==> config.mk <==
export PLATFORM = sky130hd
export DESIGN_NAME = data_mem_arbiter_flat
export DESIGN_NICKNAME = d
export VERILOG_FILES = /design/src/rtl/dmem_pkg.sv /design/src/rtl/data_mem_arbiter_if.sv /design/src/rtl/dmem_starve_ctr.sv /design/src/rtl/data_mem_arbiter.sv /design/src/flat_wrapper.sv
export SDC_FILE = /design/constraint.sdc
export NUM_CORES = 1
export LEC_CHECK = 0
export CAP_MARGIN = 20
export CORE_AREA = 2 2 103 105
export DETAILED_ROUTE_END_ITERATION = 8
export DIE_AREA = 0 0 105 107
export GPL_ROUTABILITY_DRIVEN = 1
export GPL_TIMING_DRIVEN = 1
export HOLD_SLACK_MARGIN = 0.12
export PLACE_DENSITY_LB_ADDON = 0.2
export SYNTH_ARGS = -nofsm -noshare
export SYNTH_HDL_FRONTEND = slang
export SYNTH_SLANG_ARGS = --single-unit
==> constraint.sdc <==
create_clock -name Clk -period 3.3 [get_ports Clk]
set_input_delay 0.99 -clock Clk [delete_from_list [all_inputs] [get_ports Clk]]
set_output_delay 0.99 -clock Clk [all_outputs]
set_load 0.02 [all_outputs]
==> src/rtl/dmem_pkg.sv <==
// Shared constants and helpers for the data-memory arbiter.
// Holds the default sizes, the response-source encoding and the range check.
package dmem_pkg;

  localparam int unsigned MEM_WORDS_DEF    = 10000;
  localparam int unsigned STARVE_LIMIT_DEF = 4;

  typedef enum logic {
    SRC_A = 1'b0,
    SRC_B = 1'b1
  } src_e;

  // Word index is the byte address with the two low bits dropped.
  function automatic logic in_range(input logic [31:0] addr, input int unsigned words);
    return (addr >> 2) < words;
  endfunction

endpackage

==> src/rtl/data_mem_arbiter_if.sv <==
// Request, response and memory-side signals of the two-port data-memory arbiter.
// The slave side is the arbiter; the master side is the requesters plus the memory.
interface data_mem_arbiter_if;

  logic        A_Req;
  logic        A_We;
  logic [31:0] A_Addr;
  logic [31:0] A_WData;
  logic        A_Gnt;

  logic        B_Req;
  logic        B_We;
  logic [31:0] B_Addr;
  logic [31:0] B_WData;
  logic        B_Gnt;

  logic [31:0] RData;
  logic        RValid;
  logic        RSrc;
  logic        Err;

  logic [31:0] Mem_Address;
  logic [31:0] Mem_WriteData;
  logic        Mem_MemWrite;
  logic        Mem_MemRead;
  logic [31:0] Mem_ReadData;

  modport slave (
    input  A_Req, A_We, A_Addr, A_WData,
    input  B_Req, B_We, B_Addr, B_WData,
    output A_Gnt, B_Gnt,
    output RData, RValid, RSrc, Err,
    output Mem_Address, Mem_WriteData, Mem_MemWrite, Mem_MemRead,
    input  Mem_ReadData
  );

  modport master (
    output A_Req, A_We, A_Addr, A_WData,
    output B_Req, B_We, B_Addr, B_WData,
    input  A_Gnt, B_Gnt,
    input  RData, RValid, RSrc, Err,
    input  Mem_Address, Mem_WriteData, Mem_MemWrite, Mem_MemRead,
    output Mem_ReadData
  );

endinterface

==> src/rtl/dmem_starve_ctr.sv <==
// Saturating count of consecutive cycles port B was denied.
// Starve forces B ahead of A once the count reaches STARVE_LIMIT.
module dmem_starve_ctr
  import dmem_pkg::*;
#(
  parameter int unsigned STARVE_LIMIT = STARVE_LIMIT_DEF
) (
  input  logic Clk,
  input  logic Reset,
  input  logic B_Req,
  input  logic B_Gnt,
  output logic Starve
);

  localparam int unsigned    CW    = $clog2(STARVE_LIMIT + 2);
  localparam logic [CW-1:0]  LIMIT = CW'(STARVE_LIMIT);

  logic [CW-1:0] cnt_q, cnt_d;

  always_comb begin
    cnt_d = cnt_q;
    if (!B_Req || B_Gnt) begin
      cnt_d = '0;
    end else if (cnt_q < LIMIT) begin
      cnt_d = cnt_q + 1'b1;
    end
  end

  always_ff @(posedge Clk) begin
    if (Reset) begin
      cnt_q <= '0;
    end else begin
      cnt_q <= cnt_d;
    end
  end

  assign Starve = (cnt_q >= LIMIT);

endmodule

==> src/rtl/data_mem_arbiter.sv <==
// Two-port arbiter in front of an external word-addressed data memory.
// Port A (pipeline) wins by default; port B wins once it has starved long enough.
module data_mem_arbiter
  import dmem_pkg::*;
#(
  parameter int unsigned STARVE_LIMIT = STARVE_LIMIT_DEF,
  parameter int unsigned MEM_WORDS    = MEM_WORDS_DEF
) (
  input  logic              Clk,
  input  logic              Reset,
  data_mem_arbiter_if.slave bus
);

  logic        starve;
  logic        a_gnt, b_gnt, any_gnt;
  logic [31:0] sel_addr, sel_wdata;
  logic        sel_we, sel_in_range;

  logic [31:0] rdata_q, rdata_d;
  logic        rvalid_q, rvalid_d;
  logic        rsrc_q, rsrc_d;
  logic        err_q, err_d;

  assign a_gnt   = ~Reset & bus.A_Req & ~(bus.B_Req & starve);
  assign b_gnt   = ~Reset & bus.B_Req & (~bus.A_Req | starve);
  assign any_gnt = a_gnt | b_gnt;

  dmem_starve_ctr #(.STARVE_LIMIT(STARVE_LIMIT)) u_starve (
    .Clk    (Clk),
    .Reset  (Reset),
    .B_Req  (bus.B_Req),
    .B_Gnt  (b_gnt),
    .Starve (starve)
  );

  always_comb begin
    sel_addr  = '0;
    sel_wdata = '0;
    sel_we    = 1'b0;
    if (a_gnt) begin
      sel_addr  = bus.A_Addr;
      sel_wdata = bus.A_WData;
      sel_we    = bus.A_We;
    end else if (b_gnt) begin
      sel_addr  = bus.B_Addr;
      sel_wdata = bus.B_WData;
      sel_we    = bus.B_We;
    end
  end

  assign sel_in_range = in_range(sel_addr, MEM_WORDS);

  assign bus.A_Gnt         = a_gnt;
  assign bus.B_Gnt         = b_gnt;
  assign bus.Mem_Address   = sel_addr & 32'hFFFF_FFFC;
  assign bus.Mem_WriteData = sel_wdata;
  assign bus.Mem_MemWrite  = any_gnt & sel_in_range & sel_we;
  assign bus.Mem_MemRead   = any_gnt & sel_in_range & ~sel_we;

  // Writes and out-of-range accesses still complete, but return zero data.
  always_comb begin
    rdata_d  = rdata_q;
    rsrc_d   = rsrc_q;
    rvalid_d = 1'b0;
    err_d    = 1'b0;
    if (any_gnt) begin
      rvalid_d = 1'b1;
      rsrc_d   = b_gnt ? SRC_B : SRC_A;
      err_d    = ~sel_in_range;
      rdata_d  = (sel_in_range && !sel_we) ? bus.Mem_ReadData : 32'h0;
    end
  end

  always_ff @(posedge Clk) begin
    if (Reset) begin
      rdata_q  <= '0;
      rvalid_q <= 1'b0;
      rsrc_q   <= SRC_A;
      err_q    <= 1'b0;
    end else begin
      rdata_q  <= rdata_d;
      rvalid_q <= rvalid_d;
      rsrc_q   <= rsrc_d;
      err_q    <= err_d;
    end
  end

  // Response outputs read as zero while Reset is held, so a grant just before reset never shows.
  assign bus.RData  = Reset ? 32'h0 : rdata_q;
  assign bus.RValid = ~Reset & rvalid_q;
  assign bus.RSrc   = ~Reset & rsrc_q;
  assign bus.Err    = ~Reset & err_q;

endmodule

==> src/flat_wrapper.sv <==
// flat-port wrapper written by rule: the top's interface ports become plain ports
module data_mem_arbiter_flat import dmem_pkg::*;
#(
  parameter int unsigned STARVE_LIMIT = STARVE_LIMIT_DEF,
  parameter int unsigned MEM_WORDS    = MEM_WORDS_DEF
)
  (Clk, Reset, bus_A_Req, bus_A_We, bus_A_Addr, bus_A_WData, bus_B_Req, bus_B_We, bus_B_Addr, bus_B_WData, bus_A_Gnt, bus_B_Gnt, bus_RData, bus_RValid, bus_RSrc, bus_Err, bus_Mem_Address, bus_Mem_WriteData, bus_Mem_MemWrite, bus_Mem_MemRead, bus_Mem_ReadData);
  data_mem_arbiter_if bus_i ();
  input  logic Clk;
  input  logic Reset;
  input wire logic [$bits(bus_i.A_Req)-1:0] bus_A_Req;
  input wire logic [$bits(bus_i.A_We)-1:0] bus_A_We;
  input wire logic [$bits(bus_i.A_Addr)-1:0] bus_A_Addr;
  input wire logic [$bits(bus_i.A_WData)-1:0] bus_A_WData;
  input wire logic [$bits(bus_i.B_Req)-1:0] bus_B_Req;
  input wire logic [$bits(bus_i.B_We)-1:0] bus_B_We;
  input wire logic [$bits(bus_i.B_Addr)-1:0] bus_B_Addr;
  input wire logic [$bits(bus_i.B_WData)-1:0] bus_B_WData;
  output wire logic [$bits(bus_i.A_Gnt)-1:0] bus_A_Gnt;
  output wire logic [$bits(bus_i.B_Gnt)-1:0] bus_B_Gnt;
  output wire logic [$bits(bus_i.RData)-1:0] bus_RData;
  output wire logic [$bits(bus_i.RValid)-1:0] bus_RValid;
  output wire logic [$bits(bus_i.RSrc)-1:0] bus_RSrc;
  output wire logic [$bits(bus_i.Err)-1:0] bus_Err;
  output wire logic [$bits(bus_i.Mem_Address)-1:0] bus_Mem_Address;
  output wire logic [$bits(bus_i.Mem_WriteData)-1:0] bus_Mem_WriteData;
  output wire logic [$bits(bus_i.Mem_MemWrite)-1:0] bus_Mem_MemWrite;
  output wire logic [$bits(bus_i.Mem_MemRead)-1:0] bus_Mem_MemRead;
  input wire logic [$bits(bus_i.Mem_ReadData)-1:0] bus_Mem_ReadData;
  assign bus_i.A_Req = bus_A_Req;
  assign bus_i.A_We = bus_A_We;
  assign bus_i.A_Addr = bus_A_Addr;
  assign bus_i.A_WData = bus_A_WData;
  assign bus_i.B_Req = bus_B_Req;
  assign bus_i.B_We = bus_B_We;
  assign bus_i.B_Addr = bus_B_Addr;
  assign bus_i.B_WData = bus_B_WData;
  assign bus_A_Gnt = bus_i.A_Gnt;
  assign bus_B_Gnt = bus_i.B_Gnt;
  assign bus_RData = bus_i.RData;
  assign bus_RValid = bus_i.RValid;
  assign bus_RSrc = bus_i.RSrc;
  assign bus_Err = bus_i.Err;
  assign bus_Mem_Address = bus_i.Mem_Address;
  assign bus_Mem_WriteData = bus_i.Mem_WriteData;
  assign bus_Mem_MemWrite = bus_i.Mem_MemWrite;
  assign bus_Mem_MemRead = bus_i.Mem_MemRead;
  assign bus_i.Mem_ReadData = bus_Mem_ReadData;
  data_mem_arbiter #(.STARVE_LIMIT(STARVE_LIMIT), .MEM_WORDS(MEM_WORDS)) u_core (.Clk(Clk), .Reset(Reset), .bus(bus_i));
endmodule
Word-level counts from Yosys, hierarchy flattened:

Index checks and enable logic that the tools add are counted.

* bits in registers: 38
* input port bits: 166
* word-level logic and storage cells: 44
* output and inout bits: 103

* add/subtract/negate cells: 1
* reduce and logical (&&, ||, !) cells: 6
* $lt $le $gt $ge: 3
* bitwise gates (word level): 19
* multiplexer cells: 10

Operator list (count)
* 2-to-1 mux 32 bit: 6
* < comparator 30 x 14 -> 1 bit, second input constant: 1
* AND 1 bit: 11
* inverter 1 bit: 6
* 2-to-1 mux 1 bit: 4
* OR reduction 2 bit: 2
* adder 3 x 1 -> 3 bit, second input constant: 1
* >= comparator 3 bit, second input constant: 1
* < comparator 3 bit, second input constant: 1
* zero test 1 bit: 2
* OR 1 bit: 2
* logical AND 1 bit: 1
* logical OR 1 bit: 1

Longest topological paths before layout:

Gate-level depths: netlist of the first run.

* word-level depth: 8
* mapped depth: 10
* depth with buffers taken out: 7

Modules after synthesis:

Synthesis of the first run repeated with hierarchy kept, for this count alone.

* cell total of the unflattened synthesis: 269
* area total of the unflattened synthesis: 2431.1 µm²

By module, submodules not included
* data_mem_arbiter: cells each 254, seq. area each 700.7 µm², area an instance 2289.7 µm², instances 1
* dmem_starve_ctr: cells each 15, seq. area each 60.1 µm², area an instance 141.4 µm², instances 1

Worst setup path after synthesis of the first run:

OpenSTA, ideal clock, no wires.

* path type: input to output
* start: input port bus_A_Req
* end: output port bus_Mem_MemWrite
* required time: 2310 ps
* arrival: 2534 ps
* stages: 7
* setup slack: -224 ps
* cell sequence: nand2b_4 > buf_6 > a32o_1 > a2111o_1 > nand4_1 > nand2_1 > nor3_1

* word-level cells in the longest chain between the ends: 8
* elaborated cells on any way between the ends: 13
* those cells by class: 1 x order compare; 4 x mux; 8 x bitwise

Ends and longest elaborated chain
* start: declaration: line flat_wrapper.sv:11 `input wire logic [$bits(bus_i.A_Req)-1:0] bus_A_Req;`
* inverter 1 bit: line data_mem_arbiter.sv:25 `assign b_gnt = ~Reset & bus.B_Req & (~bus.A_Req | starve);`
* OR 1 bit: line data_mem_arbiter.sv:25
* AND 1 bit: line data_mem_arbiter.sv:25
* 2-to-1 mux 32 bit: line data_mem_arbiter.sv:44 `end else if (b_gnt) begin`
* 2-to-1 mux 32 bit (*): line data_mem_arbiter.sv:40 `if (a_gnt) begin`
* net bus_Mem_Address[7]: line flat_wrapper.sv:25 `output wire logic [$bits(bus_i.Mem_Address)-1:0] bus_Mem_Address;`
* < comparator 30 x 14 -> 1 bit (*): line dmem_pkg.sv:15 `return (addr >> 2) < words;`
* AND 1 bit (*) (2 in series): line data_mem_arbiter.sv:57 `assign bus.Mem_MemWrite = any_gnt & sel_in_range & sel_we;`
* end: declaration: line flat_wrapper.sv:27 `output wire logic [$bits(bus_i.Mem_MemWrite)-1:0] bus_Mem_MemWrite;`

The timed path passes the listed nets; every way through them passes the cells marked *.

Final worst setup path of the first run:

* start: input port Reset
* end: output port bus_Mem_MemRead

* word-level cells in the longest chain between the ends: 8
* elaborated cells on any way between the ends: 14
* those cells by class: 1 x order compare; 4 x mux; 9 x bitwise

Ends and longest elaborated chain
* start: declaration: line flat_wrapper.sv:10 `input logic Reset;`
* inverter 1 bit (*): line data_mem_arbiter.sv:24, data_mem_arbiter.sv:25
* AND 1 bit (2 in series): line data_mem_arbiter.sv:25
* 2-to-1 mux 32 bit: line data_mem_arbiter.sv:44
* 2-to-1 mux 32 bit: line data_mem_arbiter.sv:40
* < comparator 30 x 14 -> 1 bit: line dmem_pkg.sv:15
* AND 1 bit: line data_mem_arbiter.sv:58 `assign bus.Mem_MemRead = any_gnt & sel_in_range & ~sel_we;`
* AND 1 bit (*): line data_mem_arbiter.sv:58
* end: declaration: line flat_wrapper.sv:28 `output wire logic [$bits(bus_i.Mem_MemRead)-1:0] bus_Mem_MemRead;`

Mark *: on every way between the ends. The rest lies on a longest branch, timed or not.

==> flow_metrics.env, run 1 <==
export IMPL_clock_fmax_ghz=0.2885
export IMPL_synthAdderAreaFrac=0.005139
export IMPL_slew_viol_final=0
export IMPL_start_util=0.2413
export IMPL_via_per_inst=4.869
export IMPL_p_leak_nw=2.410
export IMPL_cp_start_kind="input port"
export IMPL_yosys_area_share_simple=0.2035
export IMPL_grt_antenna_before_repair=0
export IMPL_netlist_area_um2=2435
export IMPL_final_setup_tns_ps=-309.6
export IMPL_cts_tree="yes"
export IMPL_antenna_left=0
export IMPL_cts_made_buffers=5
export IMPL_num_fill_cells=944
export IMPL_wl_met1_mm=4.787
export IMPL_portBuffers=262
export IMPL_synth_area_top_cells="dfxtp_1, a22o_1, a32o_1, nor2b_1, clkbuf_1"
export IMPL_multi_input_area_um2=1614
export IMPL_num_vias=3267
export IMPL_nets=701
export IMPL_met3_length_mm=1.094
export IMPL_cts_max_path_buffers=2
export IMPL_synth_compound_area_frac=0.3947
export IMPL_finish_utilization=0.5379
export IMPL_grt_pass1_wl_mm=17.45
export IMPL_period_share=1.051
export IMPL_hold_class="register to register"
export IMPL_cp_end_kind="output port"
export IMPL_path_max_fanout=8
export IMPL_cts_root_buf="clkbuf_8"
export IMPL_crit_type="input port to output port"
export IMPL_grt_overflow=0
export IMPL_gp_congestion=0.8312
export IMPL_drc=0
export IMPL_clock_sinks=38
export IMPL_antennaDiodeCount=0
export IMPL_area_delta_synth_final_pct=123.0
export IMPL_yosysTopAreaCellShare=0.3124
export IMPL_post_dp_hpwl_mm=9.107
export IMPL_rows=37
export IMPL_yosys_warnings=0
export IMPL_cts_htree_levels=2
export IMPL_rsz0062_at_grt="true"
export IMPL_synthMuxAreaShare=0
export IMPL_wl_per_cell_um=18.01
export IMPL_synth_xor_area_share=0
export IMPL_ys_seq_area_frac=0.3124
export IMPL_io_pins=269
export IMPL_highest_layer="met4"
export IMPL_synth_top_family_by_area="compound AO/OA/AOI/OAI gates"
export IMPL_grt_use_total=0.1938
export IMPL_synth_seq_cells=38
export IMPL_die_height_um=107
export IMPL_finalWirelength_mm=12.08
export IMPL_skew_ps=3.120
export IMPL_drtIter0Drc=206
export IMPL_synth_cell_types=40
export IMPL_die_w_um=105
export IMPL_clk_pin_slew_worst_paths_ps=70
export IMPL_power_total_mw=1.442
export IMPL_fp_coreArea_um2=10090
export IMPL_dieArea_um2=11240
export IMPL_postLayoutSetupSlackWorst_ps=-166.8
export IMPL_regArea_um2=760.7
export IMPL_postSynthCellCount=257
export IMPL_ir_drop_uv=238.8
export IMPL_arrival_ps=2480
export IMPL_maxCapViolCount=0
export IMPL_grt_start_max_net_pins=39
export IMPL_insertion_delay_ps=280
export IMPL_grt_pass1_vias=3214
export IMPL_layout_drive_gt1_share=0.2673
export IMPL_p_per_area_nw_per_um2=265.6
export IMPL_violations="negative setup slack"
export IMPL_yosysTopAreaCell="dfxtp_1"
export IMPL_rrSetupSlack_ps=1040
export IMPL_avgSynthCellArea_um2=9.474
export IMPL_setup_viol=2
export IMPL_drtPass1Iterations=5
export IMPL_hold_viol_final=0
export IMPL_required_ps=2310
export IMPL_fin_crit_ps=3467
export IMPL_status="complete, but fails checks"
export IMPL_wl_met2_mm=5.972
## path summary, 6_finish.rpt
kind / cells after the start / end / start
setup / recovery: 7 / bus_Mem_MemRead / Reset
hold / removal: 1 / u_core.u_starve.cnt_q[0]$_SDFFE_PP0N_ / u_core.u_starve.cnt_q[0]$_SDFFE_PP0N_
setup reg to reg: 7 / u_core.rdata_q[15]$_SDFFE_PP0N_ / u_core.u_starve.cnt_q[2]$_SDFFE_PP0N_
hold reg to reg: 1 / u_core.u_starve.cnt_q[0]$_SDFFE_PP0N_ / u_core.u_starve.cnt_q[0]$_SDFFE_PP0N_
## sequential cells by signal, indices dropped and copies added, names as in the netlist
| signal | cells |
|---|---|
| u_core.rdata_q | 32 |
| u_core.u_starve.cnt_q | 3 |
| u_core.rsrc_q | 1 |
| u_core.err_q | 1 |
| u_core.rvalid_q | 1 |
## kinds of logic after synthesis
logic type | count (synthesis)
AO/OA/AOI/OAI | 104
adder cells (fa/ha/maj) | 1
flip-flops | 38
AND/OR/NAND/NOR | 78
other | 1
buffers and inverters | 35
## worst max-delay path, cell delays in order
cell	delay, ps
buf_12	90
and2b_4	180
a32o_2	250
a2111o_1	410
nand4_1	120
and4b_2	300
buf_6	140
## layout make-up
| cell class | instances | share of cell area |
|---|---|---|
| sequential | 38 | 0.1401 |
| clock buffer | 5 | 0.01268 |
| tap | 136 | 0.03134 |
| inverter | 3 | 0.002074 |
| clock inverter | 3 | 0.007375 |
| multi-input combinational | 185 | 0.2973 |
| timing repair buffer | 301 | 0.5091 |
## cells in the final DEF (no fill, tap or decap), types with 5 or more instances in the layout
cell,n
clkdlybuf4s50_1,155
a22o_1,54
buf_2,40
dfxtp_1,38
nor2b_1,35
buf_4,34
a32o_1,32
dlygate4sd2_1,22
clkdlybuf4s15_1,14
nor2_1,10
clkdlybuf4s15_2,8
dlymetal6s2s_1,8
clkbuf_2,7
buf_6,7
and2b_4,5
clkbuf_8,5
## repair_timing
action / CTS / global route
hold buffers: 0 / 0
setup endpoints to repair: 66 / 60
setup buffers: 3 / 2
gates cloned: 0 / 1
pin swaps: 19 / 11
resized for setup: 249 / 76
## stage by stage
stage / cell area [um2] / cells / setup WS [ps] / hold WS (ps)
floorplan: 2456 / 258 / -57.53 / 406.3
global placement: 5338 / 658 / -1059 / 423.7
detailed placement: 5338 / 658 / -1050 / 433.3
CTS: 5575 / 668 / -167.2 / 444.5
global route: 5429 / 671 / -205.4 / 462.8
finish: 5429 / 671 / -166.8 / 439.5
## synth_stat cells
cell type / instances
a2111o_1: 1
a21boi_4: 1
a21oi_1: 1
a22o_1: 54
a22oi_1: 1
a2bb2oi_1: 1
a31oi_1: 1
a32o_1: 35
a32o_2: 1
a32oi_1: 4
and2_1: 3
and2b_4: 5
and4b_1: 1
buf_1: 3
buf_12: 1
buf_2: 1
buf_4: 4
buf_6: 2
buf_8: 2
clkbuf_1: 19
conb_1: 1
dfxtp_1: 38
ha_1: 1
inv_1: 1
inv_2: 2
nand2_1: 4
nand2_2: 1
nand2b_1: 1
nand2b_4: 1
nand3_4: 1
nand4_1: 2
nor2_1: 12
nor2b_1: 36
nor3_1: 3
nor3_4: 1
nor4_1: 6
o22a_1: 1
o22ai_1: 2
o31ai_2: 1
or2_1: 1
## per-layer routing
metal / global-route usage / up-vias
li1: - / 1565
met1: 0.2289 / 1535
met2: 0.3261 / 151
met3: 0.07052 / 16
met4: 0.06381 / 0
met5: 0 / -
## power breakdown
part,switching [mW],internal [mW]
sequential,0.00372,0.478
clock,0.162,0.222
combinational,0.252,0.324
total,0.418,1.02
No activity file was read; power rests on OpenSTA's default activity.
==> run 2, diff against run 1 <==
--- a/config.mk
+++ b/config.mk
@@ -6,13 +6,13 @@
 export NUM_CORES = 1
 export LEC_CHECK = 0
 export CAP_MARGIN = 20
-export CORE_AREA = 2 2 103 105
+export CORE_MARGIN = 4
+export CORE_UTILIZATION = 26
 export DETAILED_ROUTE_END_ITERATION = 8
-export DIE_AREA = 0 0 105 107
 export GPL_ROUTABILITY_DRIVEN = 1
 export GPL_TIMING_DRIVEN = 1
 export HOLD_SLACK_MARGIN = 0.12
-export PLACE_DENSITY_LB_ADDON = 0.2
+export PLACE_DENSITY = 0.85
 export SYNTH_ARGS = -nofsm -noshare
 export SYNTH_HDL_FRONTEND = slang
 export SYNTH_SLANG_ARGS = --single-unit
==> run 2 against run 1 <==
  * The flow still finishes with violations (negative setup slack)
  * Largest cell class unchanged
  * Die area shrank 2.3%
  * Cell area fell by 2.4%
  * Largest power group unchanged
  * Global-route usage grew 1.6 points
==> flow_metrics.env, run 2 (synthesis results as in run 1) <==
export IMPL_grt_start_max_net_pins=57
export IMPL_slowest_stage="clkdlybuf4s50_1"
export IMPL_largest_reg_flops=32
export IMPL_grt_pass1_wl_mm=18.84
export IMPL_crit_family="buffers and inverters"
export IMPL_start_util=0.2648
export IMPL_hold_class="register to register"
export IMPL_grt_pass1_vias=3556
export IMPL_p_per_area_nw_per_um2=261.6
export IMPL_postLayoutSetupSlackWorst_ps=-156.5
export IMPL_violations="negative setup slack"
export IMPL_regMostFlops="u_core.rdata_q"
export IMPL_die_w_um=104.8
export IMPL_hold_viol_final=0
export IMPL_intPower_mw=0.9638
export IMPL_area_delta_synth_final_pct=117.7
export IMPL_fp_coreArea_um2=9196
export IMPL_nets=708
export IMPL_postLayoutCellArea_um2=5301
export IMPL_p_seq_frac=0.347
export IMPL_antenna_left=0
export IMPL_grt_antenna_before_repair=0
export IMPL_grt_overflow=0
export IMPL_rrSetupSlack_ps=1030
export IMPL_mostFrequentLayoutCell="clkdlybuf4s50_1"
export IMPL_r2r_end="u_core.rdata_q[26]$_SDFFE_PP0N_"
export IMPL_layout_drive_gt1_share=0.3007
export IMPL_die_height_um=104.8
export IMPL_critPathMaxStageDelay_ps=420
export IMPL_r2r_start="u_core.u_starve.cnt_q[2]$_SDFFE_PP0N_"
export IMPL_layout_common_cells="clkdlybuf4s50_1, dlygate4sd2_1, a22o_1"
export IMPL_switchingPower_mw=0.4231
export IMPL_drc=0
export IMPL_path_max_fanout=3
export IMPL_io_pins=269
export IMPL_slew_viol_final=0
export IMPL_ir_drop_uv=255.4
export IMPL_cts_made_buffers=5
export IMPL_drtIter0Drc=128
export IMPL_clkPwrFrac=0.236
export IMPL_cts_root_buf="clkbuf_8"
export IMPL_dieArea_um2=10980
export IMPL_fin_hold_ws_ps=442.8
export IMPL_crit_end="bus_Mem_MemRead"
export IMPL_clk_pin_slew_worst_paths_ps=80
export IMPL_skew_ps=3.945
export IMPL_worstPathCellList="clkdlybuf4s50_1 > a32oi_2 > nor3_2 > nand4_1 > and4b_2 > buf_6"
export IMPL_cts_htree_levels=2
export IMPL_clock_sinks=38
export IMPL_drtPass1Iterations=4
export IMPL_p_leak_nw=2.468
export IMPL_swShare=0.3051
export IMPL_setup_viol=16
export IMPL_num_vias=3351
export IMPL_cp_buffers_inverters=2
export IMPL_cp_depth=6
export IMPL_maxCapViolCount=0
export IMPL_rows=35
export IMPL_wl_per_cell_um=19.17
export IMPL_status="complete, but fails checks"
export IMPL_cp_end_kind="output port"
export IMPL_cp_start_kind="input port"
export IMPL_period_share=1.047
export IMPL_gp_congestion=0.8442
export IMPL_placed_area_um2=5286
export IMPL_timing_critical_path_from="bus_B_Addr[15]"
export IMPL_crit_type="input port to output port"
export IMPL_cts_tree="yes"
export IMPL_hold_buffers=0
export IMPL_portBuffers=262
export IMPL_grt_use_total=0.2100
export IMPL_arrival_ps=2470
export IMPL_fin_crit_ps=3456
export IMPL_insertion_delay_ps=280
export IMPL_required_ps=2310
export IMPL_cts_max_path_buffers=2
export IMPL_num_fill_cells=848
export IMPL_finalWirelength_mm=12.52
export IMPL_combPwrFrac=0.417
export IMPL_via_per_inst=5.132
export IMPL_rsz0062_at_grt="true"
export IMPL_antennaDiodeCount=0
export IMPL_worst_r2r_cell_count=7
export IMPL_post_dp_hpwl_mm=9.419
export IMPL_reg_top3="u_core.rdata_q (32), u_core.u_starve.cnt_q (3)"
export IMPL_clock_fmax_ghz=0.2893
run 2: cell count changes in the layout (fill, tap and decap cells not counted), sizes merged:
cell and change:
clkinvlp +2, buf +27, inv -1, dlymetal6s2s -8
dlygate4sd2 +38, clkdlybuf4s15 -18, clkinv -1, clkdlybuf4s50 -31
bufinv -1
run 2: worst min path at each step:
| stage | startpoint | cells after the start | end | slack [ps] |
|---|---|---|---|---|
| global placement | u_core.u_starve.cnt_q[0]$_SDFFE_PP0N_ | 1 | u_core.u_starve.cnt_q[0]$_SDFFE_PP0N_ | 420 |
| CTS | u_core.u_starve.cnt_q[0]$_SDFFE_PP0N_ | 1 | u_core.u_starve.cnt_q[0]$_SDFFE_PP0N_ | 450 |
| finish | u_core.u_starve.cnt_q[0]$_SDFFE_PP0N_ | 1 | u_core.u_starve.cnt_q[0]$_SDFFE_PP0N_ | 440 |
| detailed placement | u_core.u_starve.cnt_q[0]$_SDFFE_PP0N_ | 1 | u_core.u_starve.cnt_q[0]$_SDFFE_PP0N_ | 440 |
| global route | u_core.u_starve.cnt_q[0]$_SDFFE_PP0N_ | 1 | u_core.u_starve.cnt_q[0]$_SDFFE_PP0N_ | 450 |
| floorplan | u_core.u_starve.cnt_q[0]$_SDFFE_PP0N_ | 1 | u_core.u_starve.cnt_q[0]$_SDFFE_PP0N_ | 410 |
run 2: area by class of cell:
cell class                 instances  area, um2  area share
clock inverter                     2      12.51    0.002360
inverter                           3      15.01    0.002832
timing repair buffer             308       2671      0.5039
clock buffer                       6      82.58     0.01558
multi-input combinational        185       1620      0.3056
tap                              111      138.9     0.02620
sequential                        38      760.7      0.1435
run 2: power by group through the flow:
stage                     sequential (mW)  clock (mW)  combinational, mW
final                               0.481       0.327              0.578
after global routing                0.483       0.364              0.611
after global placement              0.491           0              0.584
after floorplan                     0.491           0              0.233
after detailed placement            0.492           0              0.593
after CTS                           0.482       0.339              0.571
run 2: layer usage:
layer  track usage  share of wire  vias to the layer above
met5             0              0                        -
met3       0.05744          0.080                       21
met1        0.2293           0.37                     1589
met4       0.05717          0.018                        0
li1              -              -                     1581
met2        0.3946           0.53                      160
run 2: what timing repair did:
action | 4_1_cts | 5_1_grt
resized for setup | 382 | 32
gates cloned | 2 | 0
pin swaps | 20 | 7
setup endpoints to repair | 101 | 57
buffers inserted | 9 | 2
hold endpoints to repair | 0 | 0
run 2: metrics by stage:
step / worst slack, ps / cells / setup TNS (ps) / util / power [mW]
final: -156.5 / 653 / -646.3 / 0.5765 / 1.387
after global routing: -217.0 / 653 / -1616 / 0.5765 / 1.458
after CTS: -123.0 / 652 / -228.3 / 0.5755 / 1.391
after detailed placement: -1108 / 633 / -77270 / 0.5748 / 1.085
after global placement: -1104 / 633 / -71610 / 0.5748 / 1.076
after floorplan: -57.53 / 258 / -59.11 / - / 0.7233
